--- src/rtl/vendo_pkg.sv ---
// ============================================================================
// Module      : vendo_pkg
// Description : Shared constants for the vending input conditioner. Channel
//               indices double as arbiter priority (lower index wins). Also
//               provides the saturating coin accumulator helper.
// Macro       : VENDO_COIN_TOTAL_EN (enables the coin total in the top level)
// Revision    : 1.0 - initial release
// ============================================================================
`default_nettype none

package vendo_pkg;

   localparam int NUM_CH  = 4;

   // Channel indices, ordered by arbiter priority (0 = highest)
   localparam int CH_P5   = 0;
   localparam int CH_P1   = 1;
   localparam int CH_SELA = 2;
   localparam int CH_SELB = 3;

   localparam logic [7:0] COIN_P1        = 8'd1;
   localparam logic [7:0] COIN_P5        = 8'd5;
   localparam logic [7:0] COIN_TOTAL_MAX = 8'd255;

   typedef logic [NUM_CH-1:0] ch_vec_t;

   // Add a coin value to the running total, clamping at COIN_TOTAL_MAX
   function automatic logic [7:0] coin_sat_add(input logic [7:0] total,
                                                input logic [7:0] amount);
      logic [8:0] sum;
      sum = {1'b0, total} + {1'b0, amount};
      return (sum > {1'b0, COIN_TOTAL_MAX}) ? COIN_TOTAL_MAX : sum[7:0];
   endfunction

endpackage

`default_nettype wire

--- src/rtl/vendo_debounce.sv ---
// ============================================================================
// Module      : vendo_debounce
// Description : One input channel: two-flop synchroniser, debounce counter,
//               accepted ("stable") level and rising-edge detect.
// Ports       : clk  in  1 - system clock
//               rst  in  1 - asynchronous active-high reset
//               raw  in  1 - asynchronous, possibly bouncing input
//               rise out 1 - high for one cycle after stable goes 0->1
// Parameters  : DEBOUNCE_CYCLES - stable samples needed (1..255)
//               CNT_W           - counter width, 2**CNT_W > DEBOUNCE_CYCLES
// Revision    : 1.0 - initial release
// ============================================================================
`default_nettype none

module vendo_debounce
   import vendo_pkg::*;
#(
   parameter int DEBOUNCE_CYCLES = 4,
   parameter int CNT_W           = 8
) (
   input  logic clk,
   input  logic rst,
   input  logic raw,
   output logic rise
);

   localparam logic [CNT_W-1:0] CNT_LAST = CNT_W'(DEBOUNCE_CYCLES - 1);
   localparam logic [CNT_W-1:0] CNT_ONE  = CNT_W'(1);

   logic             r_sync1;
   logic             r_s;
   logic             r_stable;
   logic             r_stable_d;
   logic [CNT_W-1:0] r_cnt;

   always_ff @(posedge clk or posedge rst) begin
      if (rst) begin
         r_sync1    <= 1'b0;
         r_s        <= 1'b0;
         r_stable   <= 1'b0;
         r_stable_d <= 1'b0;
         r_cnt      <= '0;
      end else begin
         r_sync1    <= raw;
         r_s        <= r_sync1;
         r_stable_d <= r_stable;
         if (r_s == r_stable) begin
            r_cnt <= '0;
         end else if (r_cnt == CNT_LAST) begin
            // This sample is the DEBOUNCE_CYCLES-th consecutive difference
            r_stable <= r_s;
            r_cnt    <= '0;
         end else begin
            r_cnt <= r_cnt + CNT_ONE;
         end
      end
   end

   // Edge detect on the registered level keeps pending one stage behind stable
   assign rise = r_stable & ~r_stable_d;

endmodule

`default_nettype wire

--- src/rtl/vendo_input_cond.sv ---
// ============================================================================
// Module      : vendo_input_cond
// Description : Input conditioner for the vending FSM. Debounces four raw
//               inputs, latches each accepted press as a pending flag and
//               issues at most one registered strobe per cycle using fixed
//               priority p_5 > p_1 > sel_A > sel_B.
// Ports       : clk        in  1 - system clock
//               rst        in  1 - asynchronous active-high reset
//               raw_sel_A  in  1 - item A button (raw)
//               raw_sel_B  in  1 - item B button (raw)
//               raw_p_1    in  1 - 1-peso coin sensor (raw)
//               raw_p_5    in  1 - 5-peso coin sensor (raw)
//               sel_A      out 1 - one-cycle strobe
//               sel_B      out 1 - one-cycle strobe
//               p_1        out 1 - one-cycle strobe
//               p_5        out 1 - one-cycle strobe
//               coin_total out 8 - saturating coin sum (VENDO_COIN_TOTAL_EN)
// Macro       : VENDO_COIN_TOTAL_EN - adds the coin_total port and register
// Revision    : 1.0 - initial release
// ============================================================================
`default_nettype none

module vendo_input_cond
   import vendo_pkg::*;
#(
   parameter int DEBOUNCE_CYCLES = 4,
   parameter int CNT_W           = 8
) (
   input  logic       clk,
   input  logic       rst,
   input  logic       raw_sel_A,
   input  logic       raw_sel_B,
   input  logic       raw_p_1,
   input  logic       raw_p_5,
   output logic       sel_A,
   output logic       sel_B,
   output logic       p_1,
   output logic       p_5
`ifdef VENDO_COIN_TOTAL_EN
   ,
   output logic [7:0] coin_total
`endif
);

   ch_vec_t w_raw;
   ch_vec_t w_rise;
   ch_vec_t w_grant;
   logic    w_found;
   ch_vec_t r_pending;
   ch_vec_t r_strobe;

   assign w_raw[CH_P5]   = raw_p_5;
   assign w_raw[CH_P1]   = raw_p_1;
   assign w_raw[CH_SELA] = raw_sel_A;
   assign w_raw[CH_SELB] = raw_sel_B;

   for (genvar g = 0; g < NUM_CH; g++) begin : g_ch
      vendo_debounce #(
         .DEBOUNCE_CYCLES (DEBOUNCE_CYCLES),
         .CNT_W           (CNT_W)
      ) u_debounce (
         .clk  (clk),
         .rst  (rst),
         .raw  (w_raw[g]),
         .rise (w_rise[g])
      );
   end

   // Lowest set index wins, so the grant is one-hot or zero by construction
   always_comb begin
      w_grant = '0;
      w_found = 1'b0;
      for (int i = 0; i < NUM_CH; i++) begin
         if (r_pending[i] && !w_found) begin
            w_grant[i] = 1'b1;
            w_found    = 1'b1;
         end
      end
   end

   always_ff @(posedge clk or posedge rst) begin
      if (rst) begin
         r_pending <= '0;
         r_strobe  <= '0;
      end else begin
         // A fresh rise on the granted channel survives the clear (OR last);
         // a rise on an already-pending channel coalesces into it
         r_pending <= (r_pending & ~w_grant) | w_rise;
         r_strobe  <= w_grant;
      end
   end

   assign p_5   = r_strobe[CH_P5];
   assign p_1   = r_strobe[CH_P1];
   assign sel_A = r_strobe[CH_SELA];
   assign sel_B = r_strobe[CH_SELB];

`ifdef VENDO_COIN_TOTAL_EN
   logic [7:0] r_total;

   always_ff @(posedge clk or posedge rst) begin
      if (rst) begin
         r_total <= '0;
      end else if (w_grant[CH_P5]) begin
         r_total <= coin_sat_add(r_total, COIN_P5);
      end else if (w_grant[CH_P1]) begin
         r_total <= coin_sat_add(r_total, COIN_P1);
      end
   end

   assign coin_total = r_total;
`endif

endmodule

`default_nettype wire

--- config.mk ---
export PLATFORM = sky130hd
export DESIGN_NAME = vendo_input_cond
export DESIGN_NICKNAME = d
export VERILOG_FILES = /design/src/rtl/vendo_pkg.sv /design/src/rtl/vendo_debounce.sv /design/src/rtl/vendo_input_cond.sv
export SDC_FILE = /design/constraint.sdc
export NUM_CORES = 1
export LEC_CHECK = 0
export CAP_MARGIN = 20
export CORE_ASPECT_RATIO = 0.9
export CORE_MARGIN = 2
export CORE_UTILIZATION = 55
export CTS_BUF_LIST = sky130_fd_sc_hd__clkbuf_2 sky130_fd_sc_hd__clkbuf_4 sky130_fd_sc_hd__clkbuf_8
export CTS_CLUSTER_SIZE = 40
export DETAILED_ROUTE_END_ITERATION = 10
export PLACE_DENSITY = 0.73
export SLEW_MARGIN = 0
export SYNTH_ARGS = -nofsm -noshare
export SYNTH_HDL_FRONTEND = slang
export SYNTH_SLANG_ARGS = --single-unit
--- constraint.sdc ---
create_clock -name clk -period 2.55 [get_ports clk]
set_clock_uncertainty 0.1 [all_clocks]
set_input_delay 0.765 -clock clk [delete_from_list [all_inputs] [get_ports clk]]
set_output_delay 0.765 -clock clk [all_outputs]
set_load 0.05 [all_outputs]
# Yosys cells after proc, flatten, opt, wreduce, memory -nomap -nowiden
# Cells that the tools add are included.
# W data, S select, Z words.
# totals
reg_bits	56
latchBits	0
ramBits	0
mem_bits_ro	0
in_bits	6
mem_count	0
# classes
add_sub_neg	4
multipliers	0
div_mod_pow	0
n_lt_le_gt_ge	0
eq_ne	8
shifts	0
mux	14
bitwise_logic	15
reduce_logical	10
# op_table
op	count
$mux W8	8
$add A8 B1 Y8 const B	4
$eq A8 B2 Y1 const B	4
$not A1 Y1	8
$reduce_and A2 Y1	4
$mux W1	6
$and A1 B1 Y1	4
$and A4 B4 Y4	1
$eq A1 B1 Y1	4
$not A4 Y4	1
$or A4 B4 Y4	1
$logic_and A1 B1 Y1	3
$logic_not A1 Y1	3

# Longest topological paths before layout
# logic_depth
word_depth	13
depth_mapped	4

# Cells and area by module
# A second synthesis with hierarchy kept.
# unflattened
cells_unflattened	206
area_unflattened_um2	2373.5
# modules_own_cells
mod	n_inst	cells_each	area_per_inst_um2	seq_area_each_um2
vendo_debounce	4	47	528.0	300.3
vendo_input_cond	1	18	261.5	200.2

# Worst setup path before layout
# No wires, ideal clock.
# synth_timing
path_kind	reg-to-output
from	register r_strobe[1]
to	output port p_1
arrival_time_ps	586
path_slack_ps	1099
stages_incl_launch_ff	1
n_path_buf	0
cell_sequence	dfrtp_1
# synth_lines
item	line_no	text
start, declared	vendo_input_cond.sv:50	ch_vec_t r_strobe;
start signal, assigned	vendo_input_cond.sv:89	r_strobe <= w_grant;
end, declared	vendo_input_cond.sv:37	output logic p_1,
# No word-level cell between the ends.

# Final worst setup path
# layout_timing
from	register r_strobe[3]
to	output port sel_B
# layout_lines
item	line_no	text
end, declared	vendo_input_cond.sv:36	output logic sel_B,
# No word-level cell between the ends.

==> results_dict.tcl <==
set metrics [dict create \
    wl_per_cell_um 13.0 \
    fin_crit_sh 0.902 \
    ys_ff_latch 56 \
    antenna_cells 0 \
    h-tree-depth 2 \
    antenna_left 0 \
    routed_wl_mm 3.48 \
    worst_path_dominant_cell_family "buffers and inverters" \
    clock_latency_ps 300 \
    crit_cells 1 \
    crit_path_top_delay_cell "clkdlybuf4s50_1" \
    multi_input_area_um2 861 \
    start_kind "flip-flop" \
    fin_nets 232 \
    cts_resized 0 \
    synth.area.top_cells "dfrtp_1 (61%), ha_1 (4.3%), o21ai_0 (3.5%), a21oi_1 (3.3%), nor2_1 (3.3%)" \
    grt_use_met2 0.298 \
    p_leak_nw 1.14 \
    cts_made_buffers 5 \
    area_delta_synth_final_pct 12.9 \
    fin_ws_ps 249 \
    boundaryPins 10 \
    cp_max_fo 1 \
    p_total_mw 2.46 \
    yosys-top-cells-count "dfrtp_1 (56), nor2_1 (20), o21ai_0 (16)" \
    cpPeakStageDelay_ps 790 \
    yosysTopAreaCell "dfrtp_1" \
    rows 22 \
    regArea_um2 1400 \
    grt_max_degree 57 \
    tns_ps 0 \
    p_per_area_nw_per_um2 946 \
    dp_cells 259 \
    num_vias 1495 \
    avgSynthCellArea_um2 11.5 \
    worstPathCellList "clkdlybuf4s50_1" \
    drv_slew 0 \
    fin_cells 267 \
    cts_setup_buffers 0 \
    fin_area_um2 2600 \
    syn-instance-count 201 \
    final_hold_viol_count 0 \
    rsz0062_at_grt "false" \
    die_y_um 65.4 \
    crit_arrival_ps 1440 \
    drc 0 \
    yosysMostFrequentCell "dfrtp_1" \
    viasPerCell 5.60 \
    nFillCells 307 \
    hp-class "reg2reg" \
    path_class "reg2out" \
    use_met1 0.206 \
    routabilityCongestion 0.829 \
    grt_antenna_before_repair 0 \
    grt_busiest_layer "met2" \
    cp.required_ps 1690 \
    dieWidth_um 72.2 \
    end_kind "output port" \
    ys_types 23 \
    async_flop_share 1.00 \
    vdd_ir_drop_max_v 0.000564 \
    seq_area_frac_synth 0.608 \
    worstHoldPathCells 0 \
    setup_viol 0 \
    core_um2 4050 \
    yosys_most_used_dff "dfrtp_1" \
    synth_nets 215 \
    drt_pass1_iterations 4 \
    met3_usage 0.0552 \
    start_util 0.569 \
    grt_pass1_vias 1485 \
    dp_hpwl_mm 2.43 \
    clock_sinks 56 \
    cap_violations 0 \
    cts-root-buf "clkbuf_8" \
    fin_crit_ps 2300 \
    drive_gt1_frac 0.0685 \
    max_clock_freq_mhz 435 \
    cts_tree "built" \
    hold_buffers 0 \
    status "completed" \
    drtIter0Drc 93 \
    grtUsageTotal 0.174 \
    worstMarginPinSlew_ps 493 \
    dp_slack_ps 587 \
    crit_buf_inv 1 \
    rr_worst_depth 4 \
    synth.top_cell.area_share 0.608 \
    cts_buffer_depth 2 \
    path_clk_slew_ps 90 \
    netlist_area_um2 2300 \
    grt_pass1_wl_mm 6.29 \
    port_buffers 9 \
    yosys_warnings 0 \
    max_slew_margin 0.670 \
    die-area_um2 4720 \
    dpl_cell_area_um2 2470 \
    grt.overflow.total 0 \
    synth_edf_count 0 \
]
flip-flops by register name (all words and copies together) (netlist names):
signal / count
g_ch.u_debounce.r_s: 4
g_ch.u_debounce.r_stable: 4
g_ch.u_debounce.r_cnt: 32
g_ch.u_debounce.r_stable_d: 4
g_ch.u_debounce.r_sync1: 4
r_strobe: 4
r_pending: 4
stage by stage:
stage | util | hold slack [ps]
3_3_place_gp | 0.611 | 233
5_1_grt | 0.643 | 263
2_1_floorplan | - | 231
3_5_place_dp | 0.611 | 235
6_report | 0.643 | 255
4_1_cts | 0.643 | 256
placed cells by master (no fill, tap or decap), types with 3 or more instances in the layout:
master,n
a21oi_1,15
clkdlybuf4s50_1,9
clkbuf_8,7
nor2_1,20
ha_1,8
dfrtp_1,56
nand3_1,14
xnor2_1,8
nor3_1,4
nand2_1,7
or3_1,12
xor2_1,8
a31o_1,3
a21o_1,4
nor4b_2,4
inv_1,9
nand4_1,4
o21ai_0,16
kinds of logic (layout without fill, tap and decap cells):
| family | after synthesis | after routing | synth area share |
|---|---|---|---|
| AND/OR/NAND/NOR | 70 | 70 | 0.169 |
| flip-flops | 56 | 56 | 0.608 |
| AO/OA/AOI/OAI | 39 | 39 | 0.0951 |
| XOR/XNOR | 16 | 16 | 0.0608 |
| buffers and inverters | 11 | 29 | 0.0179 |
| adder cells (fa/ha/maj) | 8 | 8 | 0.0435 |
| multiplexers | 1 | 1 | 0.00489 |
final cells by class:
type | count | area share
Clock inverter | 1 | 0.0115
Sequential cell | 56 | 0.539
Clock buffer | 7 | 0.0371
Timing Repair Buffer | 10 | 0.0423
Tap cell | 48 | 0.0231
Inverter | 11 | 0.0159
Multi-Input combinational cell | 134 | 0.331
final timing paths:
path                                                            start                                    end  slack (ps)
worst max-delay path                            r_strobe[3]$_DFF_PP0_                                  sel_B         250
worst min-delay path             g_ch[0].u_debounce.r_sync1$_DFF_PP0_       g_ch[0].u_debounce.r_s$_DFF_PP0_         260
worst max register to register  g_ch[1].u_debounce.r_cnt[0]$_DFF_PP0_  g_ch[1].u_debounce.r_cnt[3]$_DFF_PP0_         970
worst min register to register   g_ch[0].u_debounce.r_sync1$_DFF_PP0_       g_ch[0].u_debounce.r_s$_DFF_PP0_         260
max in group asynchronous                                         rst   g_ch[3].u_debounce.r_sync1$_DFF_PP0_        1410
min in group asynchronous                                         rst  g_ch[1].u_debounce.r_cnt[0]$_DFF_PP0_         710
routing by layer:
metal	vias up	share of wire
met5	-	0
met4	0	0.014
met3	6	0.042
met2	27	0.49
met1	729	0.45
li1	733	-
where the power goes:
group	switching (mW)	internal (mW)
combinational	0.351	0.240
clock	0.267	0.346
sequential	0.179	1.08
(Power assumes the default switching activity.)
==> patch (same settings) <==
`CNT_W` is set to 8 in 2 places; all go to 6.
--- a/src/rtl/vendo_debounce.sv
+++ b/src/rtl/vendo_debounce.sv
@@ -17,5 +17,5 @@
 #(
    parameter int DEBOUNCE_CYCLES = 4,
-   parameter int CNT_W           = 8
+   parameter int CNT_W           = 6
 ) (
    input  logic clk,
--- a/src/rtl/vendo_input_cond.sv
+++ b/src/rtl/vendo_input_cond.sv
@@ -25,5 +25,5 @@
 #(
    parameter int DEBOUNCE_CYCLES = 4,
-   parameter int CNT_W           = 8
+   parameter int CNT_W           = 6
 ) (
    input  logic       clk,
Function: same outputs for any inputs over 10 cycles, from zero or initial values and one cycle with rst high; that may be too few to reach the edited logic, so the function may still have changed.
==> patch against the original RTL <==
  * Die area fell by 19%
  * Worst setup slack gained 0.024 ns
  * Wire length down 26%
  * Synthesized cell count is 27% lower
  * Sequential cell count down 8
  * Critical path depth unchanged
  * Total power is 14% lower
  * Final area fell by 19%
  * Synthesized area down 20%
  * Largest power group unchanged
  * Highest routed layer unchanged
==> patch: results (changes against the original RTL) <==
outcome: "complete, no violations"
p_comb_w: 0.000547  # -7.4%
fillers: 250  # -19%
seq_area_frac_synth: 0.651  # +0.0429
min_from: "g_ch[3].u_debounce.r_sync1$_DFF_PP0_"
finalCritPeriodShare: 0.893  # -0.00939
synth-adder-area-share: 0.0271  # -0.0163
place_congestion: 0.819  # -1.1%
nMultiInputCombCells: 94  # -30%
grt_usage: 0.155  # -0.0192
crit_start: "r_strobe[1]$_DFF_PP0_"
clock_power_w: 0.000438  # -29%
syn-num-nets: 156  # -27%
seq_area_um2: 1200  # -14%
setup.worst_path.end: "p_1"
clock_tree_area_fraction: 0.0436  # -0.00497
clkbuf_count: 6  # -1
comb_power_share: 0.259  # +0.019
r2r_setup_slack_ns: 0.95  # -0.02 ns
muxShareOfSynthArea: 0.0244  # +0.0195
synthCells: 146  # -27%
nets: 174  # -25%
hold_end: "g_ch[3].u_debounce.r_s$_DFF_PP0_"
finalInstanceArea_um2: 2090  # -19%
drive_above_1_share: 0.0915  # +0.0230
cp.arrival_ns: 1.41  # -0.03 ns
post_dp_cell_area_um2: 2000  # -19%
grt_pass1_wl_um: 4400  # -30%
buffers: 11  # +1
worst_pin_slew_ns: 0.613  # +0.119 ns
pre_cts_slack_ns: 0.571  # -0.0167 ns
dpl.hpwl_um: 1810  # -26%
intPower_w: 0.00142  # -15%
layout.cells.non_filler: 206  # -23%
synthTopCellsByCount: "48 x dfrtp_1, 14 x nor2_1, 12 x xor2_1, 8 x o21ai_0"
nNonClkInverters: 4  # -7
multi_input_area_share: 0.300  # -0.0310
patch: cell count changes after synthesis, sizes merged, moves of 6 or more:
cell / unedited run / this run
a21oi: 15 / 6
dfrtp: 56 / 48
inv: 10 / 4
nand2b: 0 / 6
nand3: 15 / 8
nor2: 20 / 14
o21ai: 16 / 8
or3: 12 / 4
patch: cells by family after synthesis:
family,Yosys count
flip-flops,48
AND/OR/NAND/NOR,49
XOR/XNOR,18
buffers and inverters,4
multiplexers,4
adder cells (fa/ha/maj),4
AO/OA/AOI/OAI,19
patch: metal layers:
layer  global-route usage  part of all wire  vias to the layer above
met5                    0                 0                        -
met2                0.259              0.50                       24
met1                0.181              0.44                      544
li1                     -                 -                      536
met4               0.0774             0.011                        0
met3               0.0516             0.043                        4
patch: worst register-to-register path, cell delays in order (launching register included):
cell,delay (ns)
dfrtp_1,0.40
ha_1,0.24
nand2b_1,0.10
o41ai_1,0.52
nor2_1,0.11
